`src/rtl/pipe_field_controller.sv`:
```
// -----------------------------------------------------------------------------
// pipe_field_controller
//
// Game controller for a scrolling-pipe game. It runs the IDLE/PLAY/GAME_OVER
// state machine and scrolls NUM_PIPES obstacle pipes from right to left. When a
// pipe leaves the screen it is moved back to the right and gets a new random gap
// centre taken from a 10-bit LFSR. The block detects collisions of the bird with
// a pipe or with the screen floor, and keeps a saturating count of pipes passed.
//
// Ports
//   clk          : system clock
//   reset        : synchronous, active-high reset
//   tick         : one-cycle frame strobe; pipes move and the score changes
//                  only on a tick
//   start_button : debounced start level
//   bird_y       : top edge of the bird, px
//   pipe_x       : left edge of pipe i at [11*i +: 11]
//   pipe_gap_y   : gap centre of pipe i at [10*i +: 10]
//   state        : 00 IDLE, 01 PLAY, 10 GAME_OVER
//   collision    : high from the hit tick until the FSM leaves GAME_OVER
//   score        : pipes passed, saturating
// -----------------------------------------------------------------------------
module pipe_field_controller #(
  parameter int          SCREEN_WIDTH  = 640,
  parameter int          SCREEN_HEIGHT = 480,
  parameter int          NUM_PIPES     = 3,
  parameter int          PIPE_WIDTH    = 30,
  parameter int          PIPE_GAP      = 100,
  parameter int          PIPE_SPACING  = 220,
  parameter int          SCROLL_STEP   = 4,
  parameter int          BIRD_X        = 200,
  parameter int          BIRD_WIDTH    = 20,
  parameter int          BIRD_HEIGHT   = 20,
  parameter int          SCORE_WIDTH   = 8,
  parameter logic [9:0]  LFSR_SEED     = 10'h2A5
) (
  input  logic                     clk,
  input  logic                     reset,
  input  logic                     tick,
  input  logic                     start_button,
  input  logic [9:0]               bird_y,
  output logic [11*NUM_PIPES-1:0]  pipe_x,
  output logic [10*NUM_PIPES-1:0]  pipe_gap_y,
  output logic [1:0]               state,
  output logic                     collision,
  output logic [SCORE_WIDTH-1:0]   score
);

  typedef enum logic [1:0] {
    S_IDLE      = 2'b00,
    S_PLAY      = 2'b01,
    S_GAME_OVER = 2'b10
  } state_e;

  // All collision/pass geometry is evaluated on 12 bits so no sum can wrap.
  localparam logic [11:0] BIRD_X_12   = 12'(BIRD_X);
  localparam logic [11:0] BIRD_W_12   = 12'(BIRD_WIDTH);
  localparam logic [11:0] BIRD_H_12   = 12'(BIRD_HEIGHT);
  localparam logic [11:0] SCREEN_H_12 = 12'(SCREEN_HEIGHT);
  localparam logic [11:0] PIPE_W_12   = 12'(PIPE_WIDTH);
  localparam logic [11:0] HALF_GAP_12 = 12'(PIPE_GAP / 2);
  localparam logic [11:0] STEP_12     = 12'(SCROLL_STEP);

  localparam logic [10:0] STEP_11     = 11'(SCROLL_STEP);
  // Respawn keeps the spacing: x - step + NUM_PIPES*spacing, folded into one add.
  localparam logic [10:0] RESPAWN_11  = 11'(NUM_PIPES * PIPE_SPACING - SCROLL_STEP);

  localparam logic [9:0]  GAP_MIN     = 10'(PIPE_GAP / 2);
  localparam logic [9:0]  GAP_MAX     = 10'(SCREEN_HEIGHT - PIPE_GAP / 2 - 1);
  localparam logic [9:0]  GAP_HOME    = 10'(SCREEN_HEIGHT / 2);

  localparam int          CNT_W       = $clog2(NUM_PIPES + 1);
  localparam int          SUM_W       = SCORE_WIDTH + CNT_W + 1;
  localparam logic [SCORE_WIDTH-1:0] SCORE_MAX = {SCORE_WIDTH{1'b1}};

  function automatic logic [10:0] x_home(input int idx);
    return 11'(SCREEN_WIDTH + idx * PIPE_SPACING);
  endfunction

  // ---------------------------------------------------------------------------
  // State
  // ---------------------------------------------------------------------------
  state_e                  state_q,       state_d;
  logic [10:0]             x_q   [NUM_PIPES];
  logic [10:0]             x_d   [NUM_PIPES];
  logic [9:0]              gap_q [NUM_PIPES];
  logic [9:0]              gap_d [NUM_PIPES];
  logic [SCORE_WIDTH-1:0]  score_q,       score_d;
  logic                    collision_q,   collision_d;
  logic [9:0]              lfsr_q,        lfsr_d;
  logic                    start_prev_q,  start_prev_d;

  logic                    hit;
  logic [NUM_PIPES-1:0]    pass;
  logic [9:0]              new_gap;
  logic [SUM_W-1:0]        pass_cnt;
  logic [SUM_W-1:0]        score_sum;
  logic [SCORE_WIDTH-1:0]  score_next;

  // ---------------------------------------------------------------------------
  // LFSR and gap draw: x^10 + x^7 + 1, free-running in every state.
  // ---------------------------------------------------------------------------
  assign lfsr_d       = {lfsr_q[8:0], lfsr_q[9] ^ lfsr_q[6]};
  assign start_prev_d = start_button;

  always_comb begin
    if (lfsr_q < GAP_MIN)      new_gap = GAP_MIN;
    else if (lfsr_q > GAP_MAX) new_gap = GAP_MAX;
    else                       new_gap = lfsr_q;
  end

  // ---------------------------------------------------------------------------
  // Collision and pass detection from the current registers (before motion).
  // ---------------------------------------------------------------------------
  // NOTE: combinational blocks use blocking '=' so later statements see the
  // values just computed; the clocked block uses '<=' so every flop samples the
  // pre-edge values together.
  always_comb begin
    hit = (12'(bird_y) + BIRD_H_12) > SCREEN_H_12;
    for (int i = 0; i < NUM_PIPES; i++) begin
      if ((BIRD_X_12 + BIRD_W_12 > 12'(x_q[i])) &&
          (BIRD_X_12 < 12'(x_q[i]) + PIPE_W_12) &&
          ((12'(bird_y) < 12'(gap_q[i]) - HALF_GAP_12) ||
           (12'(bird_y) + BIRD_H_12 > 12'(gap_q[i]) + HALF_GAP_12))) begin
        hit = 1'b1;
      end
    end
  end

  // A pipe is passed on the tick its right edge crosses from right of BIRD_X to
  // at-or-left of it; the step is moved to the right-hand side to avoid wrap.
  always_comb begin
    pass_cnt = '0;
    for (int i = 0; i < NUM_PIPES; i++) begin
      pass[i]  = (12'(x_q[i]) + PIPE_W_12 > BIRD_X_12) &&
                 (12'(x_q[i]) + PIPE_W_12 <= BIRD_X_12 + STEP_12);
      pass_cnt = pass_cnt + SUM_W'(pass[i]);
    end
    score_sum  = SUM_W'(score_q) + pass_cnt;
    score_next = (score_sum > SUM_W'(SCORE_MAX)) ? SCORE_MAX
                                                 : score_sum[SCORE_WIDTH-1:0];
  end

  // ---------------------------------------------------------------------------
  // Next-state logic
  // ---------------------------------------------------------------------------
  // NOTE: every variable gets its hold value first, so no path through the case
  // leaves one unassigned and no latch is inferred.
  always_comb begin
    state_d     = state_q;
    x_d         = x_q;
    gap_d       = gap_q;
    score_d     = score_q;
    collision_d = collision_q;

    unique case (state_q)
      S_IDLE: begin
        // The start cycle itself never moves pipes, even with tick high.
        if (start_button) state_d = S_PLAY;
      end

      S_PLAY: begin
        if (tick) begin
          if (hit) begin
            state_d     = S_GAME_OVER;
            collision_d = 1'b1;
          end else begin
            for (int i = 0; i < NUM_PIPES; i++) begin
              if (x_q[i] >= STEP_11) begin
                x_d[i] = x_q[i] - STEP_11;
              end else begin
                x_d[i]   = x_q[i] + RESPAWN_11;
                gap_d[i] = new_gap;
              end
            end
            score_d = score_next;
          end
        end
      end

      S_GAME_OVER: begin
        if (start_button && !start_prev_q) begin
          state_d     = S_IDLE;
          score_d     = '0;
          collision_d = 1'b0;
          for (int i = 0; i < NUM_PIPES; i++) begin
            x_d[i]   = x_home(i);
            gap_d[i] = GAP_HOME;
          end
        end
      end

      default: begin
        // Unreachable encoding 2'b11: recover to a clean IDLE field.
        state_d     = S_IDLE;
        score_d     = '0;
        collision_d = 1'b0;
        for (int i = 0; i < NUM_PIPES; i++) begin
          x_d[i]   = x_home(i);
          gap_d[i] = GAP_HOME;
        end
      end
    endcase
  end

  // ---------------------------------------------------------------------------
  // Registers
  // ---------------------------------------------------------------------------
  // NOTE: the per-pipe arrays are a handful of flops, not a RAM, so they are
  // reset together with the rest of the state.
  always_ff @(posedge clk) begin
    if (reset) begin
      state_q      <= S_IDLE;
      score_q      <= '0;
      collision_q  <= 1'b0;
      lfsr_q       <= LFSR_SEED;
      start_prev_q <= 1'b0;
      for (int i = 0; i < NUM_PIPES; i++) begin
        x_q[i]   <= x_home(i);
        gap_q[i] <= GAP_HOME;
      end
    end else begin
      state_q      <= state_d;
      score_q      <= score_d;
      collision_q  <= collision_d;
      lfsr_q       <= lfsr_d;
      start_prev_q <= start_prev_d;
      for (int i = 0; i < NUM_PIPES; i++) begin
        x_q[i]   <= x_d[i];
        gap_q[i] <= gap_d[i];
      end
    end
  end

  // ---------------------------------------------------------------------------
  // Outputs
  // ---------------------------------------------------------------------------
  for (genvar g = 0; g < NUM_PIPES; g++) begin : g_out
    assign pipe_x[11*g +: 11]     = x_q[g];
    assign pipe_gap_y[10*g +: 10] = gap_q[g];
  end

  assign state     = state_q;
  assign collision = collision_q;
  assign score     = score_q;

endmodule

```
`config.mk`:
```
export PLATFORM = sky130hd
export DESIGN_NAME = pipe_field_controller
export DESIGN_NICKNAME = d
export VERILOG_FILES = /design/src/rtl/pipe_field_controller.sv
export SDC_FILE = /design/constraint.sdc
export NUM_CORES = 1
export LEC_CHECK = 0
export CAP_MARGIN = 20
export CORE_AREA = 2 2 117 119
export CTS_BUF_LIST = sky130_fd_sc_hd__clkbuf_8
export CTS_CLUSTER_DIAMETER = 80
export CTS_CLUSTER_SIZE = 16
export DETAILED_ROUTE_END_ITERATION = 10
export DIE_AREA = 0 0 119 121
export PLACE_DENSITY = 0.75
export SLEW_MARGIN = 20
export SYNTH_ARGS = -nofsm -noshare
export SYNTH_HDL_FRONTEND = slang
export SYNTH_SLANG_ARGS = --single-unit
export TNS_END_PERCENT = 50
```
`constraint.sdc`:
```
create_clock -name clk -period 3.92 [get_ports clk]
set_input_delay 0.784 -clock clk [delete_from_list [all_inputs] [get_ports clk]]
set_output_delay 0.784 -clock clk [all_outputs]
set_load 0.005 [all_outputs]
```
==> results.toml <==
[status]
outcome = "finished clean"

[drt]
first_pass_iters = 5
drtIter0Drc = 462
vias = 6530
ant_nets = 0
viasPerCell = 5.733
drc_errors = 0
routedWlPerCell_microns = 16.95
finalWirelength_mm = 19.30

[finish]
final_cell_area_sq_mm = 0.008610
post-route-util_pct = 65.80
layout-drive-gt1-share_pct = 18.17
final_nets = 1067
synthToLayoutAreaGrowth_pct = 29.15
diodes = 0
instances_no_fill = 1139

[clock_network]
cts_made_buffers = 9
path_clk_slew_ps = 70
clk_latency_ps = 360
cts_num_sinks = 79
ctsHoldBuffers = 0
cts_tree = "done"
cts-root-buf = "clkbuf_8"
cts_max_level = 3
clockBufferDepth = 2

[timing]
setup_viol = 0
slew_viol_final = 0
fin_crit_sh_pct = 97.17
finalCriticalPeriod_ps = 3809
hold_viol_final = 0
setup_slack_ps = 110.9
worst_slew_margin_rel_pct = 54.09
clock.fmax_mhz = 262.5
worst_slew_pin_slew_ps = 686.2
clock_skew_ps = 12.18

[synthesis]
synth_cell_types = 77
synth.cell_area_sq_mm = 0.006666
synth_flop_cell = "dfxtp_1"
synth_warnings = 0
synth_cells = 818
synth_edf_count = 0
ys_seq_elements = 79
synth-seq-area-share_pct = 23.72
avgSynthCellArea_sq_um = 8.150
yosys.area.top_type_share_pct = 23.72
async_flop_share_pct = 0
yosysTopAreaCell = "dfxtp_1"
yosys-top-cells-area = "dfxtp_1, ha_1, xnor2_1"

[worst_setup_path]
worstSetupStartpointType = "input pin"
path_class = "in -> reg"
crit_fanout = 5
reg2reg_depth = 17
cp.arrival_ps = 4050
worstPathRequired_ps = 4160
worstSetupEndpointType = "register"
rrSetupSlack_ps = 210

[pwr]
p_leak_nw = 3.553
vdd_drop_max_mv = 0.1634
total_power_w = 0.001853
p_per_area_mw_per_mm2 = 215.2

[die]
start_util_pct = 50.95
core-area_sq_mm = 0.01309
die_height_microns = 121
fp-row-count = 42
io-pin-count = 88
die_area_sq_mm = 0.01440
die_x_microns = 119

[place]
dp_hpwl_mm = 14.57
dpl_cell_area_sq_mm = 0.008073
io_buffers = 81
dp_slack_ps = -665.2
routabilityCongestion = 0.9404
placed_cells = 1115

[grt]
grt_max_degree = 45
grt_pass1_vias = 6127
antenna_found_initial = 0
grt.overflow.total = 0
track_usage_pct = 26.37
grt_pass1_wl_mm = 30.48

[hold_path]
hp-class = "reg -> reg"
holdPathStages = 1

[job]
maxCapViolCount = 0
worst max-delay path: stages:
cell and delay [ps]:
clkdlybuf4s15_1 330, nand4_1 220, nor2_4 180, xor2_2 90, buf_4 160, ha_4 280
nand2_4 60, nor3_2 140, o31ai_1 90, a221oi_1 360, nor3_2 100, o32a_4 410
a21oi_4 280, buf_6 180, nor2_8 40, mux2_4 320
routing by layer:
layer / track usage, % / vias up / part of all wire, %
li1: - / 3200 / -
met2: 43.93 / 206 / 48
met5: 0 / - / 0
met3: 4.182 / 35 / 6.1
met4: 9.152 / 0 / 2.1
met1: 34.70 / 3089 / 44
synthesized netlist by cell type (5+ instances only):
master     instances
nor4_1             8
a31o_1             6
or3_1             13
inv_1             37
nand2_1           78
a21oi_1           47
nand4_1           10
nor2b_1           16
o32a_1             5
xor2_1            27
dfxtp_1           79
nor3_1            21
a21o_1             9
nand3_1           34
nor2_1            72
o21ai_0           32
xnor2_1           34
and3_1             9
a31oi_1            9
o21ai_1            8
nand2b_1          11
mux2i_1           17
o211ai_1           5
ha_1              90
buf_2              5
clkbuf_1          20
or2_2              6
a2111oi_0          5
o31ai_1            8
buf_4              8
timing repair:
action / CTS / global route
pin swaps: 14 / 12
buffers inserted: 2 / 8
resized for setup: 30 / 49
setup endpoints to repair: 68 / 52
gates cloned: 0 / 1
through the flow:
stage / TNS, ps / hold slack (ps)
floorplan: 0 / 432.5
global placement: -33600 / 446.7
detailed placement: -36990 / 452.2
CTS: 0 / 465.7
global route: -131.1 / 471.8
finish: 0 / 461.1
state kept, by name (all words and copies together), names as in the netlist:
name	cells
collision	1
lfsr_q	10
pipe_gap_y	30
pipe_x	27
score	8
start_prev_q	1
state	2
final timing paths:
| check | start | endpoint |
|---|---|---|
| setup reg to reg | pipe_gap_y[22] | pipe_gap_y[11] |
| hold / removal | lfsr_q[0] | lfsr_q[1] |
| hold reg to reg | lfsr_q[0] | lfsr_q[1] |
| setup / recovery | bird_y[6] | pipe_gap_y[11] |
layout make-up:
| cell class | instances | area [sq um] |
|---|---|---|
| Timing Repair Buffer | 167 | 1515 |
| Inverter | 41 | 153.9 |
| Fill cell | 1057 | 4476 |
| Tap cell | 176 | 220.2 |
| Sequential cell | 79 | 1588 |
| Clock buffer | 10 | 137.6 |
| Clock inverter | 3 | 13.76 |
| Multi-Input combinational cell | 663 | 4981 |
power by group:
| part | internal (W) | leakage, nW | total, W | switching [W] |
|---|---|---|---|---|
| registers | 0.000822 | 0.643 | 0.000853 | 0.0000310 |
| clock network | 0.000232 | 0.0850 | 0.000516 | 0.000284 |
| logic | 0.000228 | 2.82 | 0.000484 | 0.000256 |
| total | 0.00128 | 3.55 | 0.00185 | 0.000571 |
placed cells by master, fill, tap and decap left out, types with 8 or more instances in the layout:
cell type,netlist,layout
and3_1,9,9
nor2b_1,16,14
a31oi_1,9,9
or3_1,13,13
inv_1,37,36
xnor2_1,34,31
ha_1,90,84
nor2_1,72,70
xor2_1,27,25
a21o_1,9,9
a21oi_1,47,45
clkdlybuf4s50_1,0,74
o21ai_1,8,9
nand2b_1,11,11
nand3_1,34,32
nor3_1,21,18
buf_6,3,8
nand2_1,78,77
nand4_1,10,10
o21ai_0,32,30
nor4_1,8,8
clkbuf_8,0,10
mux2i_1,17,17
buf_4,8,75
dfxtp_1,79,74
kinds of logic after synthesis:
| logic type | count (synthesis) | share of synthesized area (%) |
|---|---|---|
| xor+xnor | 61 | 8.014 |
| flops | 79 | 23.72 |
| simple gates | 302 | 22.80 |
| mux | 20 | 3.115 |
| fa+ha+maj | 92 | 17.49 |
| buf+inv | 81 | 5.781 |
| compound gates | 182 | 19.01 |
| other cells | 1 | 0.05625 |
Note: power is estimated with default switching activity, not from simulation.
